==> config.mk <==
export PLATFORM = sky130hd
export DESIGN_NAME = bcd_stopwatch_flat
export DESIGN_NICKNAME = d
export VERILOG_FILES = /design/src/rtl/bcd_stopwatch_if.sv /design/src/rtl/bcd_stopwatch.sv /design/src/flat_wrapper.sv
export SDC_FILE = /design/constraint.sdc
export NUM_CORES = 1
export LEC_CHECK = 0
export ABC_AREA = 1
export ABC_CLOCK_PERIOD_IN_PS = 1500
export CORE_AREA = 4 4 60 84
export CTS_CLUSTER_SIZE = 24
export DETAILED_ROUTE_END_ITERATION = 6
export DIE_AREA = 0 0 64 88
export PLACE_DENSITY = 0.74
export RECOVER_POWER = 50
export SETUP_SLACK_MARGIN = 0.3
export SLEW_MARGIN = 20
export SYNTH_ARGS = -nofsm -noshare
export SYNTH_HDL_FRONTEND = slang
export SYNTH_SLANG_ARGS = --single-unit
==> constraint.sdc <==
create_clock -name Clk_in -period 1.5 [get_ports Clk_in]
set_input_delay 0.375 -clock Clk_in [delete_from_list [all_inputs] [get_ports Clk_in]]
set_output_delay 0.375 -clock Clk_in [all_outputs]
set_load 0.05 [all_outputs]
==> src/rtl/bcd_stopwatch_if.sv <==
// Control and display signals between the tick divider / buttons and the BCD stopwatch.
// Tick_in, Start and Lap act on rising edges; Clear is a level; all outputs are registered.
interface bcd_stopwatch_if #(
    parameter int DIGITS = 4
);
    logic                  Tick_in;
    logic                  Start;
    logic                  Lap;
    logic                  Clear;
    logic [4*DIGITS-1:0]   Count;
    logic [4*DIGITS-1:0]   Disp;
    logic                  Running;
    logic                  Ovf;
    logic [2:0]            state_dbg;

    modport master (
        output Tick_in, Start, Lap, Clear,
        input  Count, Disp, Running, Ovf, state_dbg
    );

    modport slave (
        input  Tick_in, Start, Lap, Clear,
        output Count, Disp, Running, Ovf, state_dbg
    );
endinterface

==> src/rtl/bcd_stopwatch.sv <==
// BCD stopwatch counting rising edges of a divided tick, with run/pause, lap-freeze and clear.
// Everything runs on Clk_in; the divided clock is only sampled as data.
module bcd_stopwatch #(
    parameter int DIGITS = 4,
    parameter int WRAP   = 1
) (
    input  logic           Clk_in,
    input  logic           Rst,
    bcd_stopwatch_if.slave sw
);
    typedef enum logic [2:0] {
        IDLE  = 3'd0,
        RUN   = 3'd1,
        LAP   = 3'd2,
        PAUSE = 3'd3,
        DONE  = 3'd4
    } state_t;

    state_t              state_q, state_n;
    logic [4*DIGITS-1:0] count_q, count_n, count_inc;
    logic [4*DIGITS-1:0] disp_q, disp_n;
    logic                running_q, running_n;
    logic                ovf_q, ovf_n;
    logic                tick_q, start_q, lap_q;
    logic                tick_e, start_e, lap_e;
    logic                all_nines, carry, live, counting;

    assign tick_e  = sw.Tick_in & ~tick_q;
    assign start_e = sw.Start   & ~start_q;
    assign lap_e   = sw.Lap     & ~lap_q;

    // Ripple carry across all digits in one cycle; all-9s rolls every digit to 0.
    always_comb begin
        carry     = 1'b1;
        all_nines = 1'b1;
        count_inc = count_q;
        for (int k = 0; k < DIGITS; k++) begin
            if (count_q[4*k +: 4] != 4'd9) all_nines = 1'b0;
            if (carry) begin
                if (count_q[4*k +: 4] == 4'd9) count_inc[4*k +: 4] = 4'd0;
                else                           count_inc[4*k +: 4] = count_q[4*k +: 4] + 4'd1;
            end
            carry = carry & (count_q[4*k +: 4] == 4'd9);
        end
    end

    always_comb begin
        state_n  = state_q;
        count_n  = count_q;
        disp_n   = disp_q;
        ovf_n    = ovf_q;
        live     = (state_q == RUN) || (state_q == LAP);
        counting = live && tick_e;
        if (sw.Clear) begin
            state_n = IDLE;
            count_n = '0;
            disp_n  = '0;
            ovf_n   = 1'b0;
        end else begin
            if (counting) begin
                if (all_nines) ovf_n = 1'b1;
                if (!(all_nines && WRAP == 0)) count_n = count_inc;
            end
            case (state_q)
                IDLE:    if (start_e) state_n = RUN;
                RUN:     if (start_e) state_n = PAUSE; else if (lap_e) state_n = LAP;
                LAP:     if (start_e) state_n = PAUSE; else if (lap_e) state_n = RUN;
                PAUSE:   if (start_e) state_n = RUN;
                DONE:    state_n = DONE;
                default: state_n = IDLE;
            endcase
            // Saturation outranks any button edge on the same cycle.
            if (counting && all_nines && WRAP == 0) state_n = DONE;
            // Disp snapshots the count on LAP entry (tick included) and holds while in LAP.
            if (state_n != LAP || state_q != LAP) disp_n = count_n;
        end
        running_n = (state_n == RUN) || (state_n == LAP);
    end

    always_ff @(posedge Clk_in) begin
        if (Rst) begin
            state_q   <= IDLE;
            count_q   <= '0;
            disp_q    <= '0;
            running_q <= 1'b0;
            ovf_q     <= 1'b0;
            tick_q    <= 1'b1;
            start_q   <= 1'b1;
            lap_q     <= 1'b1;
        end else begin
            state_q   <= state_n;
            count_q   <= count_n;
            disp_q    <= disp_n;
            running_q <= running_n;
            ovf_q     <= ovf_n;
            tick_q    <= sw.Tick_in;
            start_q   <= sw.Start;
            lap_q     <= sw.Lap;
        end
    end

    assign sw.Count     = count_q;
    assign sw.Disp      = disp_q;
    assign sw.Running   = running_q;
    assign sw.Ovf       = ovf_q;
    assign sw.state_dbg = state_q;
endmodule

==> src/flat_wrapper.sv <==
// flat-port wrapper written by rule: the top's interface ports become plain ports
module bcd_stopwatch_flat 
#(
    parameter int DIGITS = 4,
    parameter int WRAP   = 1
)
  (Clk_in, Rst, sw_Tick_in, sw_Start, sw_Lap, sw_Clear, sw_Count, sw_Disp, sw_Running, sw_Ovf, sw_state_dbg);
  bcd_stopwatch_if #(.DIGITS(DIGITS)) sw_i ();
  input  logic Clk_in;
  input  logic Rst;
  input wire logic [$bits(sw_i.Tick_in)-1:0] sw_Tick_in;
  input wire logic [$bits(sw_i.Start)-1:0] sw_Start;
  input wire logic [$bits(sw_i.Lap)-1:0] sw_Lap;
  input wire logic [$bits(sw_i.Clear)-1:0] sw_Clear;
  output wire logic [$bits(sw_i.Count)-1:0] sw_Count;
  output wire logic [$bits(sw_i.Disp)-1:0] sw_Disp;
  output wire logic [$bits(sw_i.Running)-1:0] sw_Running;
  output wire logic [$bits(sw_i.Ovf)-1:0] sw_Ovf;
  output wire logic [$bits(sw_i.state_dbg)-1:0] sw_state_dbg;
  assign sw_i.Tick_in = sw_Tick_in;
  assign sw_i.Start = sw_Start;
  assign sw_i.Lap = sw_Lap;
  assign sw_i.Clear = sw_Clear;
  assign sw_Count = sw_i.Count;
  assign sw_Disp = sw_i.Disp;
  assign sw_Running = sw_i.Running;
  assign sw_Ovf = sw_i.Ovf;
  assign sw_state_dbg = sw_i.state_dbg;
  bcd_stopwatch #(.DIGITS(DIGITS), .WRAP(WRAP)) u_core (.Clk_in(Clk_in), .Rst(Rst), .sw(sw_i));
endmodule
## Yosys cells after proc, flatten, opt, wreduce, memory -nomap -nowiden

Cells that the tools add are included.

- Logic and storage cells: 64
- Memories: 0
- Memory bits (read-only): 0
- Latch bits: 0
- Register bits after elaboration: 40
- Memory bits (writable): 0

- Add/sub/neg operators: 4
- Div/mod/pow operators: 0
- $mul: 0
- Muxes and demuxes: 20
- Eq/ne operators: 16
- Reductions and logical operators: 8
- Shifts and indexed selects: 0
- Magnitude comparators: 0
- Bitwise operators: 8

Operators by type and width:

| operator | number |
|---|---|
| 2-to-1 mux 4 bit | 7 |
| 2-to-1 mux 3 bit | 7 |
| adder 4 x 1 -> 4 bit (second input constant) | 4 |
| equality test 4 bit (second input constant) | 4 |
| 2-to-1 mux 16 bit | 1 |
| inequality test 4 bit (second input constant) | 4 |
| case mux 3 bit (4 select lines) | 1 |
| equality test 3 x 2 -> 1 bit (second input constant) | 3 |
| equality test 3 x 1 -> 1 bit (second input constant) | 2 |
| inequality test 3 x 2 -> 1 bit (second input constant) | 2 |
| AND 1 bit | 5 |
| 2-to-1 mux 1 bit | 4 |
| OR reduction 2 bit | 2 |
| equality test 3 bit (second input constant) | 1 |
| zero test 3 bit | 1 |
| logical OR 1 bit | 3 |
| NOT 1 bit | 3 |
| AND reduction 2 bit | 1 |
| logical AND 1 bit | 1 |

## Longest topological paths before layout

- Depth in word-level cells: 9
- Depth in mapped cells: 11
- Mapped depth without buffers: 11

## Worst setup path after synthesis

OpenSTA, ideal clock, no wires.

- Path type: flip-flop to flip-flop
- Start point: register u_core.state_q[0], in the netlist u_core.sw.state_dbg[0]
- End point: register u_core.disp_q[5], in the netlist u_core.sw.Disp[5]
- Cell stages (with the launch flop): 10
- Slack: -0.210 ns
- Required time: 1.391 ns
- Arrival: 1.602 ns
- Setup time: 0.109 ns
- Cells stage by stage: dfxtp_1 nand3_2 nand2_4 nand2_8 nor2_4 nand2_2 nand2_1 nand3_1 nand2_1 inv_1

- Cells in the longest elaborated chain, start to end: 6
- Elaborated cells between the ends (all ways): 19

RTL lines:

| element | RTL line | source |
|---|---|---|
| start: declaration | bcd_stopwatch.sv:19 | `state_t state_q, state_n;` |
| start signal: assignment | bcd_stopwatch.sv:91 | `state_q <= state_n;` |
| equality test 3 x 2 -> 1 bit, or another cell as far along | bcd_stopwatch.sv:64 | `case (state_q)` |
| OR reduction 2 bit (no source line), or another cell as far along | -- |  |
| case mux 3 bit (4 select lines) | bcd_stopwatch.sv:64 |  |
| 2-to-1 mux 3 bit | bcd_stopwatch.sv:54 | `if (sw.Clear) begin` |
| inequality test 3 x 2 -> 1 bit | bcd_stopwatch.sv:75 | `if (state_n != LAP \|\| state_q != LAP) disp_n = count_n;` |
| logical OR 1 bit | bcd_stopwatch.sv:75 |  |
| end signal: assignment | bcd_stopwatch.sv:93 | `disp_q <= disp_n;` |
| end: declaration | bcd_stopwatch.sv:21 | `logic [4*DIGITS-1:0] disp_q, disp_n;` |

Parallel ways exist; a longest one is shown, timed or not. The select of a mux whose other input is x is not followed.
A chain may end at the register's enable or synchronous reset.

## Worst setup path in the final report

- Start point: register u_core.state_q[2], in the netlist u_core.sw.state_dbg[2]
- End point: register u_core.running_q, in the netlist u_core.sw.Running

- Cells in the longest elaborated chain, start to end: 7
- Elaborated cells between the ends (all ways): 17

RTL lines:

| element | RTL line | source |
|---|---|---|
| equality test 3 x 2 -> 1 bit, or another cell as far along | bcd_stopwatch.sv:64 |  |
| OR reduction 2 bit (no source line), or another cell as far along | -- |  |
| case mux 3 bit (4 select lines) * | bcd_stopwatch.sv:64 |  |
| 2-to-1 mux 3 bit * (2 in a row) | bcd_stopwatch.sv:54 |  |
| equality test 3 x 1 -> 1 bit / equality test 3 x 2 -> 1 bit (equally long branches) | bcd_stopwatch.sv:77 | `running_n = (state_n == RUN) \|\| (state_n == LAP);` |
| logical OR 1 bit * | bcd_stopwatch.sv:77 |  |
| end signal: assignment | bcd_stopwatch.sv:94 | `running_q <= running_n;` |
| end: declaration | bcd_stopwatch.sv:22 | `logic running_q, running_n;` |

Mark *: on every way between the ends. The rest lies on a longest branch, timed or not. The select of a mux whose other input is x is not followed.

==> out/metrics.yaml <==
synthesis:
  synth-async-reset-ratio: 0
  synth_area_leaders: "dfxtp_1, nand2_1, nor2_1, inv_1, nand3_1"
  synth_cells: 291
  synthDistinctLibCells: 31
  syn_area_um2: 1980
  yosysSeqAreaShare: 0.404
  ys_warn_count: 0
  yosysTopAreaCell: "dfxtp_1"
  synth_edf_count: 0
  postSynthAreaPerCell_um2: 6.82
  synth_nets: 297
  synth_seq_cells: 40
  synth-main-ff-cell: "dfxtp_1"
  synth_top_area_share: 0.404
critical_path:
  r2r-start: "u_core.sw.state_dbg[2]"
  path_class: "flop to flop"
  cp-start-kind: "flop"
  worstSetupStartpoint: "u_core.sw.state_dbg[2]"
  crit_arrival_ns: 1.85
  critical_path.max_fanout: 5
  cp-end-kind: "flop"
  crit_end: "u_core.sw.Running"
  r2r-end: "u_core.sw.Running"
  rrSetupSlack_ns: -0.14
  required_ns: 1.71
  r2r_cells: 8
floorplan:
  core_um2: 4240
  dieHeight_um: 88
  start_util: 0.468
  die_w_um: 64
  io_pins: 43
  rows: 28
  die-area_um2: 5630
final_layout:
  nets: 397
  n_antenna_cell: 0
  utilization: 0.944
  final_cell_mix: "buf_12, nand2_1, inv_1"
  final_common_cell: "buf_12"
  fin_area_um2: 4000
  area_delta_synth_final_pct: 102
  drive_gt1_frac: 0.607
power:
  p_leak_nw: 1.88
  power.internal_mw: 1.42
  powerDensity_nw_per_um2: 482
  share_comb_of_total_power: 0.085
  p_sw_mw: 0.508
  p_seq_frac: 0.534
  p_clk_frac: 0.381
  switching_share: 0.263
  ir_drop_mv: 0.535
min_path:
  hp-class: "input port to flop"
  min_from: "sw_Tick_in"
clocking:
  path_clk_slew_ns: 0.08
  cts_buffers: 5
  root_buffer: "clkbuf_8"
  htree_levels: 2
  worstSkewPairLatency_ns: 0.32
  cts_tree: "done"
  ctsLongestPathBuffers: 2
  cts_hold_buffers: 0
  clock_sink_count: 40
sta:
  setup_viol: 24
  hold_viol: 0
  layout_setup_ws_ns: -0.144
  rsz0062_at_grt: "true"
  period_needed_ns: 1.64
  max_freq_mhz: 608
  tightest_slew_ns: 0.426
  max-slew-margin-rel: 0.715
  clock_skew_ns: 0.0109
  maxSlewViolCount: 0
  fin_crit_sh: 1.10
  tns_ns: -1.48
global_route:
  grt.total_usage: 0.269
  grt_remaining_overflow: 0
  grt_pass1_wl_mm: 11.7
  grt_pass1_vias: 2485
  grt_start_max_net_pins: 13
  antenna_found_initial: 0
drt:
  wl_per_cell_um: 23.1
  first_iter_violations: 286
  via_per_inst: 5.97
  drc: 0
  via_count: 2699
  postRouteAntennaNets: 0
  wl_mm: 10.4
  firstDrtPassIters: 7
place:
  gp_congestion: 0.813
  place_area_um2: 3070
  numPortBuffers: 42
  hpwlAfterDp_mm: 3.69
flow_run:
  drv_cap: 0
outcome:
  violations: "negative setup slack"
  status: "finished, violations left"
[kinds of logic after synthesis]
kind of cell    Yosys count  share of synthesized area
compound gates           34                     0.0946
buf+inv                  53                      0.108
flops                    40                      0.404
xor+xnor                  5                     0.0221
simple gates            159                      0.371
[stage by stage]
stage	setup slack, ns	instances	hold slack, ns	power (mW)
detailed placement	-0.340	402	0.513	1.18
CTS	0.0826	435	0.426	1.89
global placement	-0.290	402	0.511	1.18
floorplan	0.192	291	0.437	1.13
global route	-0.243	452	0.434	1.98
finish	-0.144	452	0.412	1.93
[state kept, by name, indices dropped and copies added, names as in the netlist]
| register | cells |
|---|---|
| u_core.sw.Count | 16 |
| u_core.sw.Running | 1 |
| u_core.sw.Disp | 16 |
| u_core.sw.state_dbg | 3 |
| u_core.sw.Ovf | 1 |
| u_core.start_q | 1 |
| u_core.tick_q | 1 |
| u_core.lap_q | 1 |
[final cells by class]
class	count	area, um2
Timing Repair Buffer	99	1400
Multi-Input combinational cell	198	1350
Sequential cell	40	907
Fill cell	124	238
Inverter	47	186
Clock buffer	7	76.3
Tap cell	60	75.1
Clock inverter	1	5.00
[cell usage after synthesis (2+ instances only)]
cell and instances:
clkbuf_1 3, nand2_2 3, inv_1 43, buf_6 2
dfxtp_1 40, nor2_1 49, nor2_2 3, xor2_1 4
inv_2 4, o21ai_0 13, nand3_1 26, a21oi_1 16
nand4_1 2, nand2_1 65, nor2_4 2
[worst max-delay path, stage by stage (launching register included)]
cell and delay (ns):
dfxtp_4 0.39, inv_8 0.05, buf_4 0.14, buf_4 0.14
nand4_1 0.14, o211ai_1 0.22, nand2_1 0.13, nand2_1 0.08
nor2_1 0.24
[metal layers]
metal / GRT usage / vias up / part of all wire
li1: - / 1104 / -
met1: 0.264 / 1266 / 0.33
met2: 0.494 / 236 / 0.50
met3: 0.0513 / 93 / 0.072
met4: 0.202 / 0 / 0.093
met5: 0 / - / 0
[power by group through the flow]
| stage | Clock (mW) | Combinational [mW] | Sequential [mW] |
|---|---|---|---|
| 2_1_floorplan | 0 | 0.0504 | 1.08 |
| 3_3_place_gp | 0 | 0.107 | 1.07 |
| 3_5_place_dp | 0 | 0.110 | 1.07 |
| 4_1_cts | 0.714 | 0.135 | 1.04 |
| 5_1_grt | 0.780 | 0.170 | 1.03 |
| 6_report | 0.734 | 0.164 | 1.03 |
[worst min path at each step]
| stage | slack (ns) | endpoint | cells after the start |
|---|---|---|---|
| floorplan | 0.44 | u_core.sw.state_dbg[1] | 1 |
| global placement | 0.51 | u_core.sw.Count[7] | 2 |
| detailed placement | 0.51 | u_core.sw.state_dbg[2] | 1 |
| CTS | 0.43 | u_core.tick_q | 3 |
| global route | 0.43 | u_core.tick_q | 3 |
| finish | 0.41 | u_core.tick_q | 3 |
[timing repair]
| action | 4_1_cts | 5_1_grt |
|---|---|---|
| setup buffers | 23 | 17 |
| pin swaps | 26 | 26 |
| gates cloned | 2 | 0 |
| resized for setup | 84 | 74 |
| endpoints found under the setup margin | 65 | 62 |
No activity file was read; power rests on OpenSTA's default activity.
